`src/rtl/serial_subtractor_pkg.sv`:
```
// Shared definitions for the bit-serial subtractor: FSM states, default width
// and the signed-overflow rule for a - b.
package serial_subtractor_pkg;

   typedef enum logic [1:0] {
      IDLE = 2'd0,
      CALC = 2'd1,
      DONE = 2'd2
   } state_e;

   localparam int DEFAULT_WIDTH = 4;

   // a - b overflows only when the operand signs differ and the result sign
   // disagrees with the minuend.
   function automatic logic calc_overflow(input logic a_msb,
                                          input logic b_msb,
                                          input logic d_msb);
      return (a_msb != b_msb) && (d_msb != a_msb);
   endfunction

endpackage

```
`src/rtl/serial_subtractor_cell.sv`:
```
// One-bit full subtractor: d = x - y - bin, with borrow-out bout.
module full_sub_cell (
   input  logic x,
   input  logic y,
   input  logic bin,
   output logic d,
   output logic bout
);

   assign d    = x ^ y ^ bin;
   assign bout = (~x & y) | (~x & bin) | (y & bin);

endmodule

```
`src/rtl/serial_subtractor.sv`:
```
// Bit-serial two's-complement subtractor: diff = a - b, one bit per clock,
// LSB first, with valid/ready handshakes on operand and result sides.
module serial_subtractor
   import serial_subtractor_pkg::*;
#(
   parameter int WIDTH = DEFAULT_WIDTH
) (
   input  logic             clk,
   input  logic             rst_n,
   input  logic             in_valid,
   output logic             in_ready,
   input  logic [WIDTH-1:0] a,
   input  logic [WIDTH-1:0] b,
   output logic             out_valid,
   input  logic             out_ready,
   output logic [WIDTH-1:0] diff,
   output logic             borrow,
   output logic             overflow
);

   localparam int                IDX_W    = (WIDTH > 1) ? $clog2(WIDTH) : 1;
   localparam logic [IDX_W-1:0]  LAST_IDX = IDX_W'(WIDTH - 1);

   state_e             state_q, state_d;
   logic [WIDTH-1:0]   a_q, a_d;
   logic [WIDTH-1:0]   b_q, b_d;
   logic [WIDTH-1:0]   diff_q, diff_d;
   logic [IDX_W-1:0]   idx_q, idx_d;
   logic               bin_q, bin_d;
   logic               borrow_q, borrow_d;
   logic               overflow_q, overflow_d;

   logic               cell_d;
   logic               cell_bout;

   full_sub_cell u_cell (
      .x    (a_q[idx_q]),
      .y    (b_q[idx_q]),
      .bin  (bin_q),
      .d    (cell_d),
      .bout (cell_bout)
   );

   always_comb begin
      // NOTE: every variable gets its hold value first so no path through the
      // case leaves one unassigned, which would infer a latch.
      state_d    = state_q;
      a_d        = a_q;
      b_d        = b_q;
      diff_d     = diff_q;
      idx_d      = idx_q;
      bin_d      = bin_q;
      borrow_d   = borrow_q;
      overflow_d = overflow_q;

      case (state_q)
         IDLE: begin
            if (in_valid) begin
               a_d     = a;
               b_d     = b;
               diff_d  = '0;
               bin_d   = 1'b0;
               idx_d   = '0;
               state_d = CALC;
            end
         end

         CALC: begin
            diff_d[idx_q] = cell_d;
            bin_d         = cell_bout;
            // The last bit goes straight to DONE so the index never wraps.
            if (idx_q == LAST_IDX) begin
               borrow_d   = cell_bout;
               overflow_d = calc_overflow(a_q[WIDTH-1], b_q[WIDTH-1], cell_d);
               state_d    = DONE;
            end else begin
               idx_d = idx_q + IDX_W'(1);
            end
         end

         DONE: begin
            if (out_ready) begin
               state_d = IDLE;
            end
         end

         default: state_d = IDLE;
      endcase
   end

   // NOTE: state registers use non-blocking assignments so every flop samples
   // the pre-edge values regardless of evaluation order.
   always_ff @(posedge clk or negedge rst_n) begin
      if (!rst_n) begin
         state_q    <= IDLE;
         a_q        <= '0;
         b_q        <= '0;
         diff_q     <= '0;
         idx_q      <= '0;
         bin_q      <= 1'b0;
         borrow_q   <= 1'b0;
         overflow_q <= 1'b0;
      end else begin
         state_q    <= state_d;
         a_q        <= a_d;
         b_q        <= b_d;
         diff_q     <= diff_d;
         idx_q      <= idx_d;
         bin_q      <= bin_d;
         borrow_q   <= borrow_d;
         overflow_q <= overflow_d;
      end
   end

   assign in_ready  = (state_q == IDLE);
   assign out_valid = (state_q == DONE);
   assign diff      = diff_q;
   assign borrow    = borrow_q;
   assign overflow  = overflow_q;

endmodule

```
`config.mk`:
```
export PLATFORM = sky130hd
export DESIGN_NAME = serial_subtractor
export DESIGN_NICKNAME = d
export VERILOG_FILES = /design/src/rtl/serial_subtractor_pkg.sv /design/src/rtl/serial_subtractor_cell.sv /design/src/rtl/serial_subtractor.sv
export SDC_FILE = /design/constraint.sdc
export NUM_CORES = 1
export LEC_CHECK = 0
export CAP_MARGIN = 15
export CORE_UTILIZATION = 56
export CTS_BUF_LIST = sky130_fd_sc_hd__clkbuf_8
export DETAILED_ROUTE_END_ITERATION = 10
export PLACE_DENSITY = 0.86
export SETUP_SLACK_MARGIN = 0.5
export SLEW_MARGIN = 25
export SYNTH_ARGS = -nofsm -noshare
export SYNTH_HDL_FRONTEND = slang
export SYNTH_SLANG_ARGS = --single-unit
```
`constraint.sdc`:
```
create_clock -name clk -period 5.1 [get_ports clk]
set_input_delay 0.765 -clock clk [delete_from_list [all_inputs] [get_ports clk]]
set_output_delay 0.765 -clock clk [all_outputs]
set_load 0.02 [all_outputs]
```
==> impl_summary.log, run 1 <==
INFO  metric status = completed
INFO  metric floorplan.die.width = around 43 um
INFO  metric post_synthesis_share_of_cell_area_spent_on_and_or_nand_and_nor_gates = 0.1008
INFO  metric clock.fmax = 0.4076 GHz
INFO  metric register_area_share_after_synthesis = 0.4974
INFO  metric pwr_density_cell = 676.9 nW/um2
INFO  metric static-leakage-power = roughly 0.54 nW
INFO  metric worst_pin_slew = 816.5 ps
INFO  metric cts.sinks = 19
INFO  metric fin_util = 0.7752
INFO  metric core = approximately 1500 um2
INFO  metric synthesis.instances = 76
INFO  metric layout_cell_share_with_drive_strength_beyond_1 = 0.1753
INFO  metric reg2reg_to = diff[2]
INFO  metric setup_violations = 0
INFO  metric crit_slowest_cell = clkdlybuf4s50_1
INFO  metric cts_max_path_buffers = 2
INFO  metric grt_use_total = 0.2217
INFO  metric finalWorstSetupSlack = 2647 ps
INFO  metric initialDrtViolationCount = 9
INFO  metric setup.worst_path.start = state_q[0]
INFO  metric worstPathCellList = nand2b_1 -> inv_1 -> clkdlybuf4s50_1
INFO  metric synth_xor_xnor_area_share = 0
INFO  metric antenna_cells = 0
INFO  metric global_route_wire_length_before_repair = between 3 and 4 mm
INFO  metric fillerInstances = around 110
INFO  metric drt-pass1-iter-count = 4
INFO  metric maxSlewHeadroom = 0.4540
INFO  metric critPathMaxFanout = 12
INFO  metric crit_path_launch_type = register
INFO  metric cts-root-buf = clkbuf_8
INFO  metric synth_area_in_compound_gates = 0.09686
INFO  metric worstPathBufferInverterCount = 2
INFO  metric rsz_0062_raised_after_global_routing = false
INFO  metric stages_on_worst_setup_path = 3
INFO  metric gp_routability_congestion = between 0.7 and 0.8
INFO  metric muxShareOfSynthArea = 0.1872
INFO  metric clkLatencyLatePin = 250 ps
INFO  metric regToRegStartpoint = idx_q[0]
INFO  metric critPathKind = reg2out
INFO  metric cts-htree-levels = 1
INFO  metric pre_cts_slack = roughly 2800 ps
INFO  metric synth_adder_area_share = 0.07330
INFO  metric min_period = around 2500 ps
INFO  metric drc_errors = 0
INFO  metric capturing_instance_or_port_of_the_critical_path = out_valid
INFO  metric cts_tree = yes
INFO  metric worst_setup_path_end_kind = output pin
INFO  metric cp_data_arrival_time = between 1500 and 2000 ps
INFO  metric totalWireLength = 1.773 mm
INFO  metric timing.reg2reg.setup_slack = approximately 2800 ps
INFO  metric synth_top_family_by_area = multiplexers
INFO  metric worst_ep_required_time = approximately 4300 ps
INFO  metric grt_pass1_vias = ~640
INFO  metric cts_buffers = 3
INFO  metric die_area = roughly 1900 um2
INFO  metric critical_path.max_stage_delay = between 500 and 600 ps
INFO  metric timing.final.hold_violations = 0
INFO  metric cts.repair.resized = 0
INFO  metric grt_start_max_net_pins = 20
INFO  metric io_buffers = 19
INFO  metric timing.final.crit_share = 0.4810
INFO  metric worst_hold_path_type = reg2reg
INFO  metric maxCapViolCount = 0
INFO  metric setup-tns-final = 0 ps
INFO  metric globalRouteOverflowTotal = 0
INFO  metric synth-warning-count = 0
INFO  metric crit_family = buffers and inverters
INFO  metric antenna_found_initial = 0
INFO  metric synth_fp_nets = 93
INFO  metric syn-mean-instance-area = 12.58 um2
INFO  metric rows = 14
INFO  metric post-dp-hpwl = between 1 and 1.5 mm
INFO  metric avgViaCountPerCell = between 5 and 6
INFO  metric floorplan.io_pins = 20
INFO  metric place.detailed.instances = between 100 and 150
INFO  metric fin_cells = 113
INFO  metric route.antenna.remaining_nets = 0
INFO  metric cts.reportedPaths.clkPinSlew = 70 ps
INFO  metric post_drt_wl_per_cell = around 16 um
INFO  metric starting_density_of_the_core = 0.6201
INFO  metric vdd_drop_max = between 0.4 and 0.5 mV
INFO  metric cts_post_setup_buffers_inserted = 0
INFO  metric ff2ff_path_depth = 6
INFO  metric num_vias = approximately 650
INFO  metric flow.area_growth_from_synthesis = 25.00%
INFO  metric die_y = around 43 um
INFO  metric synth_cell_types = 22
INFO  metric finalNetCount = 115
INFO  metric post_cts_hold_buffer_count = 0
INFO  metric synth-seq-cells = 19
INFO  metric mappedNetlistArea = between 900 and 1000 um2
INFO  metric finalMaxSlewViolations = 0
INFO  metric finClkSkew = around 5.5 ps
## cell usage after synthesis, drive strengths merged
library cell | count | area, um2
and3b | 1 | 8.760
nand3b | 2 | 15.01
o21bai | 1 | 7.510
nor2 | 3 | 11.26
nand2 | 3 | 11.26
nand2b | 3 | 18.77
mux2i | 1 | 10.01
or3 | 1 | 6.260
a22o | 5 | 43.79
a21oi | 1 | 5.000
mux2 | 11 | 123.9
o21ai | 6 | 30.03
nor3b | 1 | 18.77
nor2b | 1 | 6.260
o22ai | 1 | 6.260
dfrtp | 19 | 475.5
fa | 1 | 20.02
ha | 4 | 50.05
buf | 2 | 16.26
mux4 | 2 | 45.04
inv | 7 | 26.28
## metal layers
metal,wire length (um),up-vias,track usage
met3,37,2,0.02553
li1,-,312,-
met5,0,-,0
met2,927,14,0.3761
met1,794,319,0.2975
met4,13,0,0.07273
## worst min-delay path by stage
stage	from	end	slack (ps)	cells after the start
2_1_floorplan	bin_q	bin_q	450	2
3_3_place_gp	borrow	borrow	460	2
3_5_place_dp	borrow	borrow	470	2
4_1_cts	borrow	borrow	480	2
5_1_grt	overflow	overflow	510	2
6_report	borrow	borrow	480	2
## tightest hold or removal path, stage by stage, from the launching register on
cell	delay [ps]
dfrtp_1	340
nand2_1	40
o21ai_0	60
## per-stage QoR
stage | hold WS (ps) | instance area [um2] | total power, mW
floorplan | 449.8 | 955.9 | 0.5947
global placement | 460.0 | 1150 | 0.6876
detailed placement | 469.2 | 1150 | 0.7090
CTS | 484.4 | 1195 | 0.8169
global route | 513.8 | 1195 | 0.8741
finish | 475.7 | 1195 | 0.8088
## cells in the final DEF, fill, tap and decap left out, types with 2 or more instances in the layout
cell	netlist	layout
dfrtp_1	19	19
clkdlybuf4s50_1	0	19
mux2_2	11	11
inv_1	7	8
o21ai_0	6	6
a22o_1	5	5
ha_1	4	4
nor2_1	3	3
nand2b_1	3	3
nand2_1	3	3
clkbuf_8	0	3
mux4_2	2	2
nand3b_1	2	2
## cell families after synthesis
logic type                 count (synthesis)
buffers and inverters                      9
adders and majority gates                  5
muxes                                     14
DFF                                       19
AOI/OAI and AO/OA                         14
and+or+nand+nor                           15
## state kept, by name, indices dropped and copies added, names as in the netlist
| signal | cells |
|---|---|
| state_q | 2 |
| bin_q | 1 |
| borrow | 1 |
| b_q | 4 |
| overflow | 1 |
| idx_q | 2 |
| diff | 4 |
| a_q | 4 |
## layout make-up
cell class                      count  area (um2)  area share
Clock buffer                        3       41.29     0.03455
Clock inverter                      1       3.754    0.003141
Inverter                            7       26.28     0.02199
Multi-Input combinational cell     48       437.9      0.3665
Sequential cell                    19       475.5      0.3979
Tap cell                           16       20.02     0.01675
Timing Repair Buffer               19       190.2      0.1592
## power breakdown
part | switching, mW | internal (mW) | total [mW]
Clock | 0.0451 | 0.0533 | 0.0984
Combinational | 0.179 | 0.233 | 0.412
Sequential | 0.0762 | 0.222 | 0.298
(Power assumes the default switching activity.)
==> run 2: changes to the inputs <==
Settings changed: CORE_ASPECT_RATIO set to 0.75, CORE_UTILIZATION 56 to 47, PLACE_DENSITY 0.86 to 0.77.
Clock period 5.1 ns to 2.1 ns, I/O delays scaled along.
==> impl_summary.log, run 2 (synthesis results as in run 1) <==
INFO  metric ff2ff_path_depth = 6 (unchanged)
INFO  metric grt_use_total = 0.1959 (-0.02581)
INFO  metric post_cts_hold_buffer_count = 0 (unchanged)
INFO  metric timing.final.crit_share = 1.003
INFO  metric clkLatencyLatePin = 260 ps (about the same)
INFO  metric cts.reportedPaths.clkPinSlew = 70 ps (about the same)
INFO  metric cp_data_arrival_time = 2250 ps (+560 ps)
INFO  metric starting_density_of_the_core = 0.5247 (-0.09540)
INFO  metric grt_start_max_net_pins = 11 (-45%)
INFO  metric clock.fmax = 0.4748 GHz
INFO  metric maxCapViolCount = 0 (unchanged)
INFO  metric final_common_cell = dfrtp_1
INFO  metric finalWorstSetupSlack = -6.221 ps (-2653 ps)
INFO  metric critPathKind = reg2reg
INFO  metric die_area = 2220 um2 (+18%)
INFO  metric worst_setup_path_end_kind = register
INFO  metric route.antenna.remaining_nets = 0 (unchanged)
INFO  metric rsz_0062_raised_after_global_routing = true
INFO  metric io_buffers = 19 (unchanged)
INFO  metric worst_pin_slew = 459.5 ps (-357.0 ps)
INFO  metric layout_common_cells = 18 x dfrtp_1, 14 x clkdlybuf4s50_1, 9 x mux2_2
INFO  metric drc_errors = 0 (unchanged)
INFO  metric floorplan.die.width = 54.08 um (+25%)
INFO  metric crit_path_launch_type = register
INFO  metric place.detailed.instances = 123 (+13%)
INFO  metric cts_tree = yes
INFO  metric timing.reg2reg.setup_slack = -6 ps (-2800 ps)
INFO  metric avgViaCountPerCell = 5.211 (-9.0%)
INFO  metric timing.final.hold_violations = 0 (unchanged)
INFO  metric reg2reg_to = diff[0]
INFO  metric power = 2.310 mW (+190%)
INFO  metric finalMaxSlewViolations = 0 (unchanged)
INFO  metric floorplan.io_pins = 20 (unchanged)
INFO  metric static-leakage-power = 0.6472 nW (+20%)
INFO  metric critPathMaxFanout = 3 (-9)
INFO  metric core = 1822 um2 (+18%)
INFO  metric min_period = 2106 ps
INFO  metric fin_util = 0.7198 (-0.05538)
INFO  metric initialDrtViolationCount = 17 (+8)
INFO  metric finalNetCount = 124 (+7.8%)
INFO  metric regToRegStartpoint = idx_q[0]
INFO  metric die_y = 41.06 um (-5.2%)
INFO  metric cts_max_path_buffers = 2 (unchanged)
INFO  metric gp_routability_congestion = 0.7824 (-0.79%)
INFO  metric status = complete, but fails checks
INFO  metric maxSlewHeadroom = 0.6931 (+0.2391)
INFO  metric rows = 13 (-1)
INFO  metric num_vias = 667 (+3.1%)
INFO  metric post_drt_wl_per_cell = 14.60 um (-6.9%)
INFO  metric worst_ep_required_time = 2250 ps (-2090 ps)
INFO  metric fin_cells = 128 (+13%)
INFO  metric cts.sinks = 19 (unchanged)
INFO  metric post-dp-hpwl = 1.375 mm (+5.9%)
INFO  metric flow.area_growth_from_synthesis = 37.17%
INFO  metric totalWireLength = 1.869 mm (+5.4%)
INFO  metric cts-htree-levels = 1 (unchanged)
INFO  metric drt-pass1-iter-count = 4 (unchanged)
INFO  metric grt_pass1_vias = 572 (-11%)
INFO  metric layout_cell_share_with_drive_strength_beyond_1 = 0.3019 (+0.1266)
INFO  metric finClkSkew = 3.633 ps (-1.868 ps)
INFO  metric vdd_drop_max = 1.402 mV (+210%)
INFO  metric setup_violations = 2 (+2)
INFO  metric cts_buffers = 3 (unchanged)
INFO  metric pwr_density_cell = 1762 nW/um2 (+160%)
INFO  metric cts-root-buf = clkbuf_8
INFO  metric worst_hold_path_type = in2async
INFO  metric violated_checks = setup timing
INFO  metric global_route_wire_length_before_repair = 2.773 mm (-8.5%)
INFO  metric globalRouteOverflowTotal = 0 (unchanged)
INFO  metric antenna_cells = 0 (unchanged)
INFO  metric antenna_found_initial = 0 (unchanged)
==> run 2: cell types whose count changed in the layout (fill, tap and decap cells not counted), sizes merged <==
cell / before / now
buf: 0 / 9
clkdlybuf4s50: 19 / 14
dlygate4sd2: 0 / 2
dlymetal6s2s: 0 / 3
==> run 2: power breakdown <==
group / leakage (nW) / total, mW / switching [mW] / internal, mW
logic: 0.388 / 1.40 / 0.620 / 0.782
registers: 0.233 / 0.656 / 0.114 / 0.542
clock network: 0.0269 / 0.253 / 0.123 / 0.130
total: 0.647 / 2.31 / 0.856 / 1.45
==> run 2: area by class of cell <==
type,instances,area (um2)
fillers,127,510.5
flip-flops and latches,19,476.7
multi-input cells,48,460.4
repair buffers,28,275.3
clock buffers,3,41.29
well taps,22,27.53
inverters,7,26.28
clock inverters,1,3.754
==> run 2: how the worst max path moves through the flow <==
stage / to / slack (ps) / startpoint
floorplan: diff[0] / -20 / idx_q[0]
global placement: diff[2] / 30 / idx_q[0]
detailed placement: diff[0] / -20 / idx_q[0]
CTS: diff[0] / -6 / idx_q[0]
global route: diff[0] / -70 / idx_q[0]
finish: diff[0] / -6 / idx_q[0]
==> run 2: timing repair <==
| item | CTS | global route |
|---|---|---|
| pin swaps | 3 | 0 |
| resized for setup | 9 | 6 |
| setup endpoints to repair | 7 | 16 |
| buffers inserted | 0 | 1 |
==> run 2: per-layer routing <==
layer,vias up,part of all wire,GRT usage
met4,0,0.0059,0.07692
met5,-,0,0
met3,2,0.060,0.06667
met2,31,0.46,0.2994
li1,329,-,-
met1,305,0.48,0.2574
==> run 2: per-stage QoR <==
step / hold WS (ps) / setup slack, ps / area [um2] / TNS [ps]
floorplan: 19.41 / -22.66 / 957.2 / -67.98
CTS: 380.5 / -5.791 / 1276 / -5.791
detailed placement: 469.1 / -19.24 / 1219 / -46.97
global placement: 461.7 / 27.85 / 1219 / 0
global route: 400.3 / -65.26 / 1311 / -188.4
finish: 362.8 / -6.221 / 1311 / -6.603
==> run 2: critical path: stages (launching register included) <==
cell and delay, ps:
dfrtp_2 390, mux4_2 510, inv_2 70, fa_1 440, nor2b_4 160, mux2_4 250
a22o_1 180
==> run 3: changes to the inputs <==
Settings changed: CORE_MARGIN set to 2.
==> impl_summary.log, run 3 (synthesis results as in run 1) <==
INFO  metric drt-pass1-iter-count = 4 (unchanged)
INFO  metric setup-tns-final = 0 ps (+6.603 ps)
INFO  metric post_cts_hold_buffer_count = 0 (unchanged)
INFO  metric num_vias = 673 (+0.90%)
INFO  metric cts_max_path_buffers = 2 (unchanged)
INFO  metric worst_hold_path_type = in2async
INFO  metric post-dp-hpwl = 1.387 mm (+0.93%)
INFO  metric finalMaxSlewViolations = 0 (unchanged)
INFO  metric flow.area_growth_from_synthesis = 37.83%
INFO  metric crit_slowest_cell = mux4_2
INFO  metric io_buffers = 19 (unchanged)
INFO  metric fin_util = 0.6716 (-0.04822)
INFO  metric min_period = 2090 ps (-16.39 ps)
INFO  metric finClkSkew = 1.602 ps (-2.030 ps)
INFO  metric drc_errors = 0 (unchanged)
INFO  metric antenna_found_initial = 0 (unchanged)
INFO  metric critPathMaxFanout = 3 (unchanged)
INFO  metric critical_path.max_stage_delay = 510 ps (about the same)
INFO  metric crit_path_launch_type = register
INFO  metric floorplan.die.width = 56.08 um (+3.7%)
INFO  metric cts_buffers = 3 (unchanged)
INFO  metric critPathKind = reg2reg
INFO  metric die_y = 43.06 um (+4.9%)
INFO  metric timing.final.crit_share = 0.9952 (-0.007803)
INFO  metric cts-htree-levels = 1 (unchanged)
INFO  metric maxCapViolCount = 0 (unchanged)
INFO  metric starting_density_of_the_core = 0.4872 (-0.03748)
INFO  metric rows = 14 (+1)
INFO  metric layout_common_cells = 18 x dfrtp_1, 14 x clkdlybuf4s50_1, 8 x mux2_2, 8 x buf_4
INFO  metric pwr_density_cell = 1750 nW/um2 (-0.69%)
INFO  metric totalWireLength = 1.824 mm (-2.4%)
INFO  metric cts-root-buf = clkbuf_8
INFO  metric initialDrtViolationCount = 6 (-11)
INFO  metric globalRouteOverflowTotal = 0 (unchanged)
INFO  metric core = 1962 um2 (+7.7%)
INFO  metric post_drt_wl_per_cell = 14.03 um (-3.9%)
INFO  metric cts.reportedPaths.clkPinSlew = 70 ps (about the same)
INFO  metric floorplan.io_pins = 20 (unchanged)
INFO  metric grt_start_max_net_pins = 12 (+1)
INFO  metric worst_pin_slew = 472.9 ps (+13.43 ps)
INFO  metric gp_routability_congestion = 0.8160 (+4.3%)
INFO  metric maxSlewHeadroom = 0.6838 (-0.009307)
INFO  metric timing.final.hold_violations = 0 (unchanged)
INFO  metric layout_cell_share_with_drive_strength_beyond_1 = 0.3302 (+0.02830)
INFO  metric static-leakage-power = 0.6446 nW (-0.41%)
INFO  metric grt_pass1_vias = 681 (+19%)
INFO  metric global_route_wire_length_before_repair = 3.305 mm (+19%)
INFO  metric cts.sinks = 19 (unchanged)
INFO  metric reg2reg_to = diff[1]
INFO  metric route.antenna.remaining_nets = 0 (unchanged)
INFO  metric regToRegStartpoint = idx_q[0]
INFO  metric clock.fmax = 0.4785 GHz (+0.78%)
INFO  metric status = completed
INFO  metric vdd_drop_max = 1.083 mV (-23%)
INFO  metric timing.reg2reg.setup_slack = 10 ps (+20 ps)
INFO  metric finalNetCount = 124 (unchanged)
INFO  metric antenna_cells = 0 (unchanged)
INFO  metric worstPathCellList = mux4_2 -> inv_2 -> fa_2 -> nor2b_4 -> mux2_4 -> a22o_1
INFO  metric worst_setup_path_end_kind = register
INFO  metric cp_data_arrival_time = 2240 ps (about the same)
INFO  metric ff2ff_path_depth = 6 (unchanged)
INFO  metric worst_ep_required_time = 2250 ps (about the same)
INFO  metric clkLatencyLatePin = 250 ps (about the same)
INFO  metric rsz_0062_raised_after_global_routing = true
INFO  metric final_common_cell = dfrtp_1
INFO  metric avgViaCountPerCell = 5.177 (-0.65%)
INFO  metric die_area = 2414 um2 (+8.8%)
INFO  metric cts_tree = yes
INFO  metric grt_use_total = 0.1844 (-0.01152)
INFO  metric setup_violations = 0 (-2)
-- run 3: power by group --
part	switching (mW)	internal (mW)	total, mW	leakage, nW
Sequential	0.114	0.542	0.656	0.233
Combinational	0.595	0.804	1.40	0.386
Clock	0.118	0.132	0.250	0.0255
Total	0.827	1.48	2.31	0.645
-- run 3: metal layers --
metal / track usage / part of all wire / up-vias
li1: - / - / 325
met1: 0.2520 / 0.46 / 327
met2: 0.2753 / 0.47 / 17
met3: 0.05793 / 0.056 / 4
met4: 0.07143 / 0.015 / 0
met5: 0 / 0 / -
-- run 3: worst max-delay path, delay by kind of cell (launching register included) --
kind                       cells  cell delay (ps)
adders and majority gates      1              430
AOI/OAI and AO/OA              1              180
buffers and inverters          1               70
DFF                            1              400
and+or+nand+nor                1              150
muxes                          2              760
-- run 3: worst max-delay path by stage --
stage	start	to	depth (start not counted)
2_1_floorplan	idx_q[0]	diff[0]	5
3_3_place_gp	idx_q[0]	diff[2]	5
3_5_place_dp	idx_q[0]	diff[1]	5
4_1_cts	idx_q[0]	diff[2]	6
5_1_grt	idx_q[0]	diff[0]	6
6_report	idx_q[0]	diff[1]	6
-- run 3: what timing repair did --
action,CTS,global route
gates resized for setup,7,13
buffers inserted,0,1
pin swaps,4,3
endpoints found under the setup margin,8,18
-- run 3: cell type report --
| cell class | count | area (um2) |
|---|---|---|
| fill | 157 | 644.4 |
| sequential | 19 | 476.7 |
| multi-input combinational | 48 | 466.7 |
| timing repair buffer | 28 | 271.5 |
| clock buffer | 3 | 41.29 |
| tap | 24 | 30.03 |
| inverter | 7 | 26.28 |
| clock inverter | 1 | 5.005 |
-- run 3: stage by stage --
| step | setup WS (ps) | cell area, um2 | power (mW) | hold slack [ps] | cells |
|---|---|---|---|---|---|
| floorplan | -22.66 | 957.2 | 1.451 | 19.41 | 76 |
| global placement | 32.46 | 1221 | 1.829 | 459.7 | 125 |
| detailed placement | -33.87 | 1221 | 1.875 | 471.6 | 125 |
| CTS | -1.526 | 1272 | 2.190 | 385.0 | 129 |
| global route | -65.64 | 1318 | 2.501 | 409.4 | 130 |
| finish | 10.17 | 1318 | 2.305 | 380.2 | 130 |
